[src/rtl/hm_mrd_tx.sv]
// hm_mrd_tx: host-memory read request transmitter.
// Builds one PCIe Memory Read TLP per hm_start on the 64-bit TRN transmit
// interface, then waits for the receive stage to report completion or for
// a timeout. Optional build macro HM_MRD_TX_4DW_EN enables 4DW headers for
// addresses at or above 4 GB; without it every request is 3DW.
module hm_mrd_tx #(
    parameter logic [31:0] TIMEOUT = 32'd65535
) (
    input  logic        trn_clk,
    input  logic        sys_rst,
    input  logic        hm_start,
    input  logic [63:0] hm_addr,
    input  logic [9:0]  hm_len,
    input  logic [15:0] cfg_completer_id,
    input  logic        rx_memory_read,
    output logic        hm_busy,
    output logic        hm_done,
    output logic        hm_err,
    output logic [63:0] trn_td,
    output logic        trn_trem_n,
    output logic        trn_tsof_n,
    output logic        trn_teof_n,
    output logic        trn_tsrc_rdy_n,
    output logic        trn_tsrc_dsc_n,
    input  logic        trn_tdst_rdy_n,
    input  logic        trn_tdst_dsc_n,
    input  logic        trn_lnk_up_n,
    input  logic [5:0]  trn_tbuf_av,
    output logic [31:0] stat_trn_cpt_tx,
    output logic [1:0]  stat_state
);

    typedef enum logic [1:0] {
        IDLE = 2'd0,
        HDR0 = 2'd1,
        HDR1 = 2'd2,
        WAIT = 2'd3
    } state_t;

    state_t      state_q, state_d;
    logic [31:2] addr_lo_q, addr_lo_d;
    logic        is4_q, is4_d;
    logic [31:0] addr_hi_q, addr_hi_d;
    logic [7:0]  tag_q, tag_d;
    logic [31:0] cnt_q, cnt_d;
    logic [31:0] stat_d;
    logic        done_d, err_d;
    logic [63:0] td_d;
    logic        tsof_n_d, teof_n_d, tsrc_rdy_n_d, trem_n_d;

    // Request decode from the inputs presented with hm_start.
    logic        start_ok;
    logic        start_is4;
    logic [10:0] start_len_eff;
    logic [11:0] start_end_dw;
    logic        start_cross;
    logic [3:0]  start_last_be;
    logic [63:0] hdr0_beat;
    logic [63:0] hdr1_beat;
    logic        beat_accept;
    logic        link_abort;
    logic        timeout_hit;

`ifdef HM_MRD_TX_4DW_EN
    assign start_is4 = (hm_addr[63:32] != 32'h0);
`else
    assign start_is4 = 1'b0;
`endif

    assign start_ok      = hm_start && !trn_lnk_up_n && (trn_tbuf_av != 6'd0);
    assign start_len_eff = (hm_len == 10'd0) ? 11'd1024 : {1'b0, hm_len};
    assign start_end_dw  = {2'b00, hm_addr[11:2]} + {1'b0, start_len_eff};
    assign start_cross   = (start_end_dw > 12'd1024);
    assign start_last_be = (start_len_eff > 11'd1) ? 4'hF : 4'h0;

    assign hdr0_beat = {1'b0, start_is4 ? 2'b01 : 2'b00, 5'b00000, 1'b0, 3'b000,
                        4'b0000, 1'b0, 1'b0, 2'b00, 2'b00, hm_len,
                        cfg_completer_id, tag_q, start_last_be, 4'hF};

    assign hdr1_beat = is4_q ? {addr_hi_q, addr_lo_q, 2'b00}
                             : {addr_lo_q, 2'b00, 32'h0000_0000};

    assign beat_accept = !trn_tsrc_rdy_n && !trn_tdst_rdy_n;
    assign link_abort  = trn_lnk_up_n || !trn_tdst_dsc_n;
    assign timeout_hit = ({1'b0, cnt_q} + 33'd1) >= {1'b0, TIMEOUT};

    assign hm_busy        = (state_q != IDLE);
    assign stat_state     = state_q;
    assign trn_tsrc_dsc_n = 1'b1;

    // Next-state and next-output decode; every TRN output is registered.
    always_comb begin
        // NOTE: every variable gets a default here so no path can infer a latch.
        state_d      = state_q;
        addr_lo_d    = addr_lo_q;
        addr_hi_d    = addr_hi_q;
        is4_d        = is4_q;
        tag_d        = tag_q;
        cnt_d        = cnt_q;
        stat_d       = stat_trn_cpt_tx;
        done_d       = 1'b0;
        err_d        = 1'b0;
        td_d         = trn_td;
        tsof_n_d     = trn_tsof_n;
        teof_n_d     = trn_teof_n;
        tsrc_rdy_n_d = trn_tsrc_rdy_n;
        trem_n_d     = trn_trem_n;

        unique case (state_q)
            IDLE: begin
                if (start_ok) begin
                    if (start_cross) begin
                        err_d = 1'b1;
                    end else begin
                        state_d      = HDR0;
                        addr_lo_d    = hm_addr[31:2];
`ifdef HM_MRD_TX_4DW_EN
                        addr_hi_d    = hm_addr[63:32];
`endif
                        is4_d        = start_is4;
                        td_d         = hdr0_beat;
                        tsof_n_d     = 1'b0;
                        teof_n_d     = 1'b1;
                        tsrc_rdy_n_d = 1'b0;
                        trem_n_d     = 1'b0;
                    end
                end
            end
            HDR0: begin
                if (link_abort) begin
                    state_d = IDLE;
                    err_d   = 1'b1;
                end else if (beat_accept) begin
                    state_d  = HDR1;
                    td_d     = hdr1_beat;
                    tsof_n_d = 1'b1;
                    teof_n_d = 1'b0;
                    trem_n_d = !is4_q;
                end
            end
            HDR1: begin
                if (link_abort) begin
                    state_d = IDLE;
                    err_d   = 1'b1;
                end else if (beat_accept) begin
                    state_d = WAIT;
                    stat_d  = stat_trn_cpt_tx + 32'd1;
                    tag_d   = tag_q + 8'd1;
                    cnt_d   = 32'd0;
                end
            end
            WAIT: begin
                if (trn_lnk_up_n) begin
                    state_d = IDLE;
                    err_d   = 1'b1;
                end else if (rx_memory_read) begin
                    state_d = IDLE;
                    done_d  = 1'b1;
                end else if (timeout_hit) begin
                    state_d = IDLE;
                    err_d   = 1'b1;
                end else begin
                    cnt_d = cnt_q + 32'd1;
                end
            end
            default: state_d = IDLE;
        endcase

        // Any transition into IDLE or WAIT leaves the TRN bus quiet.
        if (state_d == IDLE || state_d == WAIT) begin
            td_d         = 64'h0;
            tsof_n_d     = 1'b1;
            teof_n_d     = 1'b1;
            tsrc_rdy_n_d = 1'b1;
            trem_n_d     = 1'b1;
        end
    end

    // State, bookkeeping and registered outputs with synchronous reset.
    always_ff @(posedge trn_clk) begin
        // NOTE: sequential state uses non-blocking assignments only.
        if (sys_rst) begin
            state_q         <= IDLE;
            addr_lo_q       <= '0;
            addr_hi_q       <= '0;
            is4_q           <= 1'b0;
            tag_q           <= 8'd0;
            cnt_q           <= 32'd0;
            stat_trn_cpt_tx <= 32'd0;
            hm_done         <= 1'b0;
            hm_err          <= 1'b0;
            trn_td          <= 64'h0;
            trn_tsof_n      <= 1'b1;
            trn_teof_n      <= 1'b1;
            trn_tsrc_rdy_n  <= 1'b1;
            trn_trem_n      <= 1'b1;
        end else begin
            state_q         <= state_d;
            addr_lo_q       <= addr_lo_d;
            addr_hi_q       <= addr_hi_d;
            is4_q           <= is4_d;
            tag_q           <= tag_d;
            cnt_q           <= cnt_d;
            stat_trn_cpt_tx <= stat_d;
            hm_done         <= done_d;
            hm_err          <= err_d;
            trn_td          <= td_d;
            trn_tsof_n      <= tsof_n_d;
            trn_teof_n      <= teof_n_d;
            trn_tsrc_rdy_n  <= tsrc_rdy_n_d;
            trn_trem_n      <= trem_n_d;
        end
    end

endmodule

[config.mk]
export PLATFORM = sky130hd
export DESIGN_NAME = hm_mrd_tx
export DESIGN_NICKNAME = d
export VERILOG_FILES = /design/src/rtl/hm_mrd_tx.sv
export SDC_FILE = /design/constraint.sdc
export NUM_CORES = 1
export LEC_CHECK = 0
export BUFFER_PORTS_ARGS = -buffer_cell sky130_fd_sc_hd__buf_2
export CAP_MARGIN = 20
export CORE_ASPECT_RATIO = 1.5
export CORE_MARGIN = 8
export CORE_UTILIZATION = 53
export DETAILED_ROUTE_END_ITERATION = 10
export PLACE_DENSITY = 0.8
export SYNTH_ARGS = -nofsm -noshare
export SYNTH_HDL_FRONTEND = slang
export SYNTH_SLANG_ARGS = --single-unit
export TNS_END_PERCENT = 5
[constraint.sdc]
create_clock -name trn_clk -period 5.6 [get_ports trn_clk]
set_clock_uncertainty 0.15 [all_clocks]
set_input_delay 1.68 -clock trn_clk [delete_from_list [all_inputs] [get_ports trn_clk]]
set_output_delay 1.68 -clock trn_clk [all_outputs]
set_load 0.02 [all_outputs]
==> results.md, run 1 <==
* Clock Tree Buf Depth at 2
* Net Sw Frac at 26.8%
* Crit Path Max Fanout at 10
* Final WL at 20.9 mm
* Drt drc at 0
* Critical-path cell list: buf_2 > ha_1 > fa_1 > a211oi_1 > o211ai_1 > a21o_1 > a21oi_1 > a41oi_1 > or3_1 > o221ai_1 > o211ai_4 > buf_4 > a211o_1
* Fin. max-slew vios at 0
* Power Total at 0.00265 W
* DR top layer: met5
* Layout area overhead at 19.1%
* Ys async rst share at 0%
* Switching pwr at 0.000709 W
* Worst setup SP type: input port
* Final cycle utilization of the critical path at 87.7%
* First-pass GRT wire length at 34.1 mm
* Core area at 14900 um^2
* Slew margin rel. at 52.3%
* Initial antenna violation count at 1
* Final hold viol count at 0
* Final min period at 4.91 ns
* Mean post-synth cell area at 8.70 um^2
* # resized after CTS at 0
* Status: complete, no violations
* Max Cap Viol at 0
* Unique masters post-synth at 71
* Total vias in the final route at 7222
* Die ar. at 19400 um^2
* GPL Wtd Cong at 0.890
* Total gr overflow at 0
* Die Height at 167 um
* Leak pwr at 3.79 nW
* Seq cells post-synth at 167
* Crit-path leading delay family: compound AO/OA/AOI/OAI gates
* PortBufs at 173
* Clock group share of total power at 45.8%
* Post-synthesis cell area at 8020 um^2
* Initial core utilization at 53.7%
* Iter 0 DRT Violations at 463
* Setup CP Type: in2reg
* Root buf cell: clkbuf_16
* Fmax at 204 MHz
* Internal at 0.00194 W
* CTS Hold Buffers Added at 0
* Final ANT Viol Nets at 0
* Logic pwr share at 8.5%
* Worst path arrival time at 5.08 ns
* Number of warnings issued by yosys at 0
* Worst hold-check path type: reg2reg
* Reg2reg start: cnt_q[0]
* Vias per cell at 5.72
* Syn nets at 1044
* EDFF count, synth at 0
* Skew-Pair Late Insertion Delay at 0.42 ns
* Sequential-to-total area share from yosys stat at 41.7%
* Critical-path top delay cell: or3_1
* Maximum vdd drop at 0.206 mV
* Final Hold Slack at 0.348 ns
* CP Capture Type: flip-flop
* Min-Delay Startpoint: trn_td[37]
* Max H-tree Level at 4
* WP data required at 5.76 ns
* DP HPWL at 15.2 mm
* Buf/Inv on CP at 2
* CP max stage delay at 0.52 ns
* Horiz. Die Dim at 116 um
* Length of routed met3 wiring at 1.35 mm
* Vias in the first global route at 7097
* Largest net degree at the start of global routing at 68
* CTS Buf Count at 17
* Pwr Density at 277 nW/um^2
* Synthesized instance count at 922
* Row count at 55
* Clk slew on worst S/H paths at 0.07 ns
* CTS Sinks at 167
* I/O pins at 209
* Met1 wire length at 8.14 mm
* Final setup vio count at 0
* Post-CTS setup buffers at 0
* Setup TNS at 0 ns
* DRT Pass-1 Iters at 5
* Critical Path Source: hm_len[0]
* Tot GR Track Use at 21.5%
* Worst-Margin Slew at 0.715 ns
* Register share of total power at 45.7%
* Layout Nets at 1172
* Routed length on met2 at 10.9 mm
* RSZ-0062 raised after global routing: false
* Main synth FF type: dfxtp_1
* CTS tree: done
* Avg WL per Cell at 16.5 um
* Layout cells sized above 1 at 22.0%
* Antenna Cells at 0
registers in the layout, summed over array words and instances, names as in the netlist, 2 cells and up:
register         cells
trn_td              58
tag_q                8
stat_state           2
stat_trn_cpt_tx     32
addr_lo_q           30
cnt_q               32
layer usage:
layer	vias to the layer above	global-route usage [%]
li1	3591	-
met1	3380	23.5
met2	216	38.0
met3	33	6.01
met4	2	7.93
met5	-	0
cells by family (layout without fill, tap and decap cells):
| family | Yosys count | count (layout) | share of synthesized area, % |
|---|---|---|---|
| other | 1 | 1 | 0.0468 |
| AO/OA/AOI/OAI | 184 | 184 | 16.6 |
| AND/OR/NAND/NOR | 374 | 374 | 23.4 |
| buffers and inverters | 91 | 232 | 5.13 |
| flip-flops | 167 | 167 | 41.7 |
| multiplexers | 41 | 41 | 5.13 |
| XOR/XNOR | 45 | 45 | 4.91 |
| adder cells (fa/ha/maj) | 19 | 19 | 3.06 |
worst min-delay path: cells and delay by family, from the launching register on:
kind | cells | cell delay [ns]
AO/OA/AOI/OAI | 1 | 0.05
flip-flops | 1 | 0.31
AND/OR/NAND/NOR | 1 | 0.09
layout make-up:
type / count / area (um^2)
Clock inverter: 15 / 204
Tap cell: 199 / 249
Clock buffer: 17 / 425
Fill cell: 1265 / 5380
Sequential cell: 167 / 3340
Inverter: 16 / 60.1
Timing Repair Buffer: 184 / 988
Multi-Input combinational cell: 664 / 4280
metrics by stage:
stage	cell area, um^2	cells	setup slack (ns)	utilization (%)
5_1_grt	9550	1262	0.391	64.0
6_report	9550	1262	0.687	64.0
3_5_place_dp	8920	1230	0.274	59.8
2_1_floorplan	8020	922	0.701	-
4_1_cts	9550	1262	0.688	64.0
3_3_place_gp	8920	1230	0.278	59.8
power by group through the flow:
stage          registers (W)  logic (W)  clock network (W)
6_report             0.00121   0.000224            0.00121
3_5_place_dp         0.00124   0.000223                  0
4_1_cts              0.00121   0.000224            0.00123
3_3_place_gp         0.00124   0.000220                  0
2_1_floorplan        0.00124   0.000148                  0
5_1_grt              0.00121   0.000247            0.00128
cells in the mapped netlist (all sizes together), types with 14 or more instances:
cell    number  area share [%]
dfxtp      167              42
nor2       149             7.0
nand2       55             2.6
clkbuf      54             2.5
a22oi       49             4.6
mux2i       40             5.0
nand3       33             2.1
a21oi       29             1.8
xor2        26             2.8
buf         21             1.8
o21ai       21             1.3
nand4       20             1.7
nor3        20             1.5
and3        19             1.5
xnor2       19             2.1
ha          18             2.8
nor3b       17             1.6
a211oi      15             1.5
inv         14            0.66
layout by cell type (no fill, tap or decap), types with 19 or more instances in the layout:
| cell | Yosys | routed |
|---|---|---|
| xnor2_1 | 19 | 19 |
| and3_1 | 19 | 19 |
| nor2_1 | 149 | 148 |
| nand2_1 | 55 | 55 |
| mux2i_1 | 40 | 40 |
| a21oi_1 | 29 | 29 |
| dfxtp_1 | 167 | 167 |
| a22oi_1 | 49 | 49 |
| buf_2 | 4 | 172 |
| nand4_1 | 19 | 19 |
| nand3_1 | 33 | 33 |
| xor2_1 | 26 | 26 |
| o21ai_0 | 20 | 20 |
worst paths after layout:
check               end  slack (ns)  cells past startpoint
max          trn_tsof_n        0.69                     13
min          trn_td[37]        0.35                      2
max reg2reg  trn_tsof_n        1.78                     11
min reg2reg  trn_td[37]        0.35                      2
(Power assumes the default switching activity.)
==> inputs of run 2 (changes only) <==
- CELL_PAD_IN_SITES_DETAIL_PLACEMENT: not set -> 1
- CELL_PAD_IN_SITES_GLOBAL_PLACEMENT: not set -> 1
- CORE_UTILIZATION: 53 -> 39
- PLACE_DENSITY: 0.8 -> not set
- PLACE_DENSITY_LB_ADDON: not set -> 0.1
==> results.md, run 2 (same netlist as run 1, synthesis figures left out) <==
* Setup slack, reg-to-reg at 1.60 ns
* Most common cell after layout, fill and taps aside: buf_2
* Switching pwr at 0.000684 W
* Worst path arrival time at 4.89 ns
* Maximum vdd drop at 0.182 mV
* WP data required at 5.74 ns
* Clk slew on worst S/H paths at 0.07 ns
* Final WL at 24.7 mm
* Final min period at 4.74 ns
* Worst R2R Path Depth at 10
* # resized after CTS at 0
* Max FFs per register at 58
* DP HPWL at 17.7 mm
* I/O pins at 209
* Pwr Density at 285 nW/um^2
* CTS Hold Buffers Added at 0
* Layout area overhead at 20.9%
* Leak pwr at 3.83 nW
* Net Sw Frac at 24.8%
* Total gr overflow at 0
* Reg2reg start: cnt_q[0]
* Die Height at 192 um
* Avg WL per Cell at 18.5 um
* Layout Nets at 1176
* Die ar. at 25500 um^2
* DRT Pass-1 Iters at 5
* PortBufs at 173
* Fin. max-slew vios at 0
* Internal at 0.00208 W
* Max Cap Viol at 0
* Vias per cell at 5.56
* Initial core utilization at 39.6%
* Initial antenna violation count at 1
* Worst setup SP type: input port
* Vias in the first global route at 7905
* Skew-Pair Late Insertion Delay at 0.43 ns
* Worst hold-check path type: reg2reg
* Slew margin rel. at 44.7%
* CTS Sinks at 167
* Total vias in the final route at 7394
* Max H-tree Level at 4
* Min-Delay Path Depth at 1
* CTS tree: done
* Setup TNS at 0 ns
* Antenna Cells at 0
* Status: complete, no violations
* Fmax at 211 MHz
* Layout cells sized above 1 at 22.3%
* Drt drc at 0
* Setup CP Type: in2reg
* CP Capture Type: flip-flop
* Post-CTS setup buffers at 0
* GPL Wtd Cong at 0.830
* Tot GR Track Use at 19.4%
* RSZ-0062 raised after global routing: false
* Clock Tree Buf Depth at 2
* Clock group share of total power at 47.7%
* Final Hold Slack at 0.348 ns
* Largest net degree at the start of global routing at 65
* Register share of total power at 43.8%
* Crit Path Max Fanout at 20
* RR Endpoint: cnt_q[5]
* Post-layout util at 47.9%
* Hold Path End: cnt_q[20]
* Logic pwr share at 8.5%
* Worst-Margin Slew at 0.821 ns
* Commonest cells after routing, fill and taps aside: 172 x buf_2, 167 x dfxtp_1, 148 x nor2_1
* CTS Buf Count at 17
* Min-Delay Startpoint: cnt_q[20]
* Number of fillers in the final layout at 2486
* Final hold viol count at 0
* Final cycle utilization of the critical path at 84.7%
* Row count at 64
* Final ANT Viol Nets at 0
* Largest regs: trn_td (58), cnt_q (32), stat_trn_cpt_tx (32)
* Iter 0 DRT Violations at 347
* Root buf cell: clkbuf_16
* Horiz. Die Dim at 133 um
* Final setup vio count at 0
* Most flops, register: trn_td
* Core area at 20300 um^2
* First-pass GRT wire length at 40.6 mm
-- run 2: worst max-delay path by stage --
| stage | cells after the start | start | to | slack, ns |
|---|---|---|---|---|
| global route | 14 | hm_len[0] | addr_lo_q[21] | 0.69 |
| CTS | 14 | hm_len[0] | addr_lo_q[18] | 0.87 |
| floorplan | 14 | hm_len[0] | trn_td[25] | 0.70 |
| finish | 14 | hm_len[0] | addr_lo_q[18] | 0.86 |
| detailed placement | 14 | hm_len[0] | addr_lo_q[18] | 0.46 |
| global placement | 14 | hm_len[0] | trn_td[3] | 0.46 |
-- run 2: routing by layer --
metal	track usage, %	up-vias	wire, um
li1	-	3573	-
met1	20.8	3665	10000
met2	35.1	124	12900
met3	5.97	30	1340
met4	7.01	2	439
met5	0	-	10
-- run 2: stage by stage --
stage | total power, W | instance area, um^2 | instances | worst slack, ns
finish | 0.00276 | 9700 | 1331 | 0.856
global route | 0.00287 | 9700 | 1331 | 0.689
CTS | 0.00280 | 9700 | 1331 | 0.867
detailed placement | 0.00147 | 9040 | 1299 | 0.455
global placement | 0.00147 | 9040 | 1299 | 0.464
floorplan | 0.00139 | 8020 | 922 | 0.701
-- run 2: layout make-up --
class	instances	area (um^2)	share of cell area, %
clock inverters	13	206	2.13
flip-flops and latches	167	3340	34.5
repair buffers	188	1020	10.5
well taps	264	330	3.41
inverters	16	60.1	0.619
clock buffers	19	453	4.67
multi-input cells	664	4280	44.2
-- run 2: power groups by stage --
stage,Clock [W],Sequential [W],Combinational (W)
floorplan,0,0.00124,0.000148
global placement,0,0.00124,0.000234
detailed placement,0,0.00124,0.000236
CTS,0.00135,0.00121,0.000237
global route,0.00139,0.00121,0.000259
finish,0.00132,0.00121,0.000235
-- run 2: worst max-delay path, stage by stage --
cell	delay, ns
buf_2	0.13
ha_1	0.22
fa_1	0.42
a211oi_1	0.22
buf_4	0.17
o211ai_1	0.12
a21o_1	0.21
a21oi_1	0.14
a41oi_1	0.27
nor3_4	0.24
buf_4	0.32
buf_4	0.40
mux2i_1	0.27
nor2_1	0.06
==> inputs of run 3 (changes only) <==
- CORE_UTILIZATION: 39 -> 35
- clock period: 5.6 -> 4 ns (I/O delays scaled with it)
==> results.md, run 3 (same netlist as run 1, synthesis figures left out) <==
* Status: complete, no violations
* Final Hold Slack at 0.346 ns
* CTS Buf Count at 17
* Initial core utilization at 35.2%
* Slew margin rel. at 57.7%
* Worst setup SP type: input port
* Max H-tree Level at 4
* Clock Tree Buf Depth at 2
* Worst path arrival time at 4.07 ns
* Max FFs per register at 58
* DRT Pass-1 Iters at 5
* Die Height at 201 um
* Initial antenna violation count at 2
* Largest regs: trn_td (58), cnt_q (32), stat_trn_cpt_tx (32)
* Final cycle utilization of the critical path at 96.9%
* Final instance area at 10300 um^2
* Largest net degree at the start of global routing at 58
* Skew-Pair Late Insertion Delay at 0.44 ns
* Reg2reg start: cnt_q[0]
* Max Cap Viol at 0
* Critical Path Source: hm_addr[2]
* Final hold viol count at 0
* Antenna Cells at 0
* Final setup vio count at 0
* Die ar. at 28100 um^2
* Maximum vdd drop at 0.297 mV
* Core area at 22800 um^2
* Net Sw Frac at 26.0%
* Clock group share of total power at 44.4%
* Switching pwr at 0.000982 W
* Most flops, register: trn_td
* Setup TNS at 0 ns
* PortBufs at 173
* Logic pwr share at 10.8%
* Total gr overflow at 0
* Final ANT Viol Nets at 0
* Row count at 68
* Worst-Margin Slew at 0.635 ns
* DP HPWL at 19.1 mm
* Internal at 0.00280 W
* CP Capture Type: flip-flop
* Setup CP Type: in2reg
* Layout Nets at 1236
* Dpl cell area at 9550 um^2
* Leak pwr at 4.14 nW
* Horiz. Die Dim at 140 um
* Commonest cells after routing, fill and taps aside: 172 x buf_2, 167 x dfxtp_1, 148 x nor2_1
* Tot GR Track Use at 18.5%
* Iter 0 DRT Violations at 270
* Clk slew on worst S/H paths at 0.07 ns
* Root buf cell: clkbuf_16
* Register share of total power at 44.8%
* CTS Sinks at 167
* I/O pins at 209
* Fmax at 258 MHz
* Fin. max-slew vios at 0
* Most common cell after layout, fill and taps aside: buf_2
* Layout cells sized above 1 at 27.2%
* CTS tree: done
* WP data required at 4.19 ns
* Min-Delay Startpoint: addr_lo_q[16]
* Layout area overhead at 27.9%
* Worst hold-check path type: reg2reg
* Final WL at 25.8 mm
* Final min period at 3.87 ns
* GPL Wtd Cong at 0.826
* Pwr Density at 369 nW/um^2
* Vias per cell at 5.34
* Drt drc at 0
* Number of fillers in the final layout at 2721
* Crit Path Max Fanout at 8
* Avg WL per Cell at 18.4 um
* Power Total at 0.00378 W
* CTS Hold Buffers Added at 0
* First-pass GRT wire length at 41.9 mm
* Vias in the first global route at 7979
* Total vias in the final route at 7514
[run 3: area by class of cell]
type                    count  area, um^2  share of cell area (%)
repair buffers            248        1560                    15.2
multi-input cells         664        4350                    42.4
clock buffers              18         429                    4.18
inverters                  16        60.1                   0.586
flip-flops and latches    167        3340                    32.6
clock inverters            14         164                    1.60
well taps                 280         350                    3.42
[run 3: final timing paths]
path	endpoint	slack, ns	depth (start not counted)
worst max-delay path	trn_td[37]	0.13	14
worst min register to register	addr_lo_q[16]	0.35	2
worst max register to register	trn_td[37]	0.29	13
worst min-delay path	addr_lo_q[16]	0.35	2
[run 3: critical path: stages]
cell and delay [ns]:
buf_2 0.12, ha_2 0.20, fa_2 0.39, a211oi_4 0.29
o211ai_1 0.15, a21o_1 0.21, a21oi_1 0.18, a41oi_2 0.21
or3_4 0.38, o221ai_1 0.12, o211ai_4 0.13, buf_12 0.17
buf_6 0.13, a211oi_1 0.19
[run 3: metal layers]
layer	wire (um)	up-vias	track usage [%]
met4	474	4	6.62
met1	9970	3644	19.3
met2	14100	131	34.7
met5	23	-	0
li1	-	3704	-
met3	1290	31	4.91
[run 3: per-stage QoR]
step                worst slack, ns  instances  utilization [%]
floorplan                   -0.0702        922                -
global placement             -0.449       1369             41.8
detailed placement           -0.437       1370             41.9
CTS                         0.00526       1402             44.5
global route               -0.00717       1407             45.0
finish                        0.125       1407             45.0
[run 3: timing repair]
item                                    in CTS  in global routing
endpoints found under the setup margin       1                 71
buffers inserted                             0                  3
pin swaps                                    0                  2
resized for setup                            1                  8
cloned                                       0                  2
[run 3: power by group through the flow]
stage	Combinational (W)	Sequential (W)	Clock, W
global placement	0.000383	0.00173	0
finish	0.000407	0.00170	0.00168
CTS	0.000392	0.00170	0.00174
floorplan	0.000218	0.00174	0
global route	0.000446	0.00170	0.00181
detailed placement	0.000388	0.00173	0
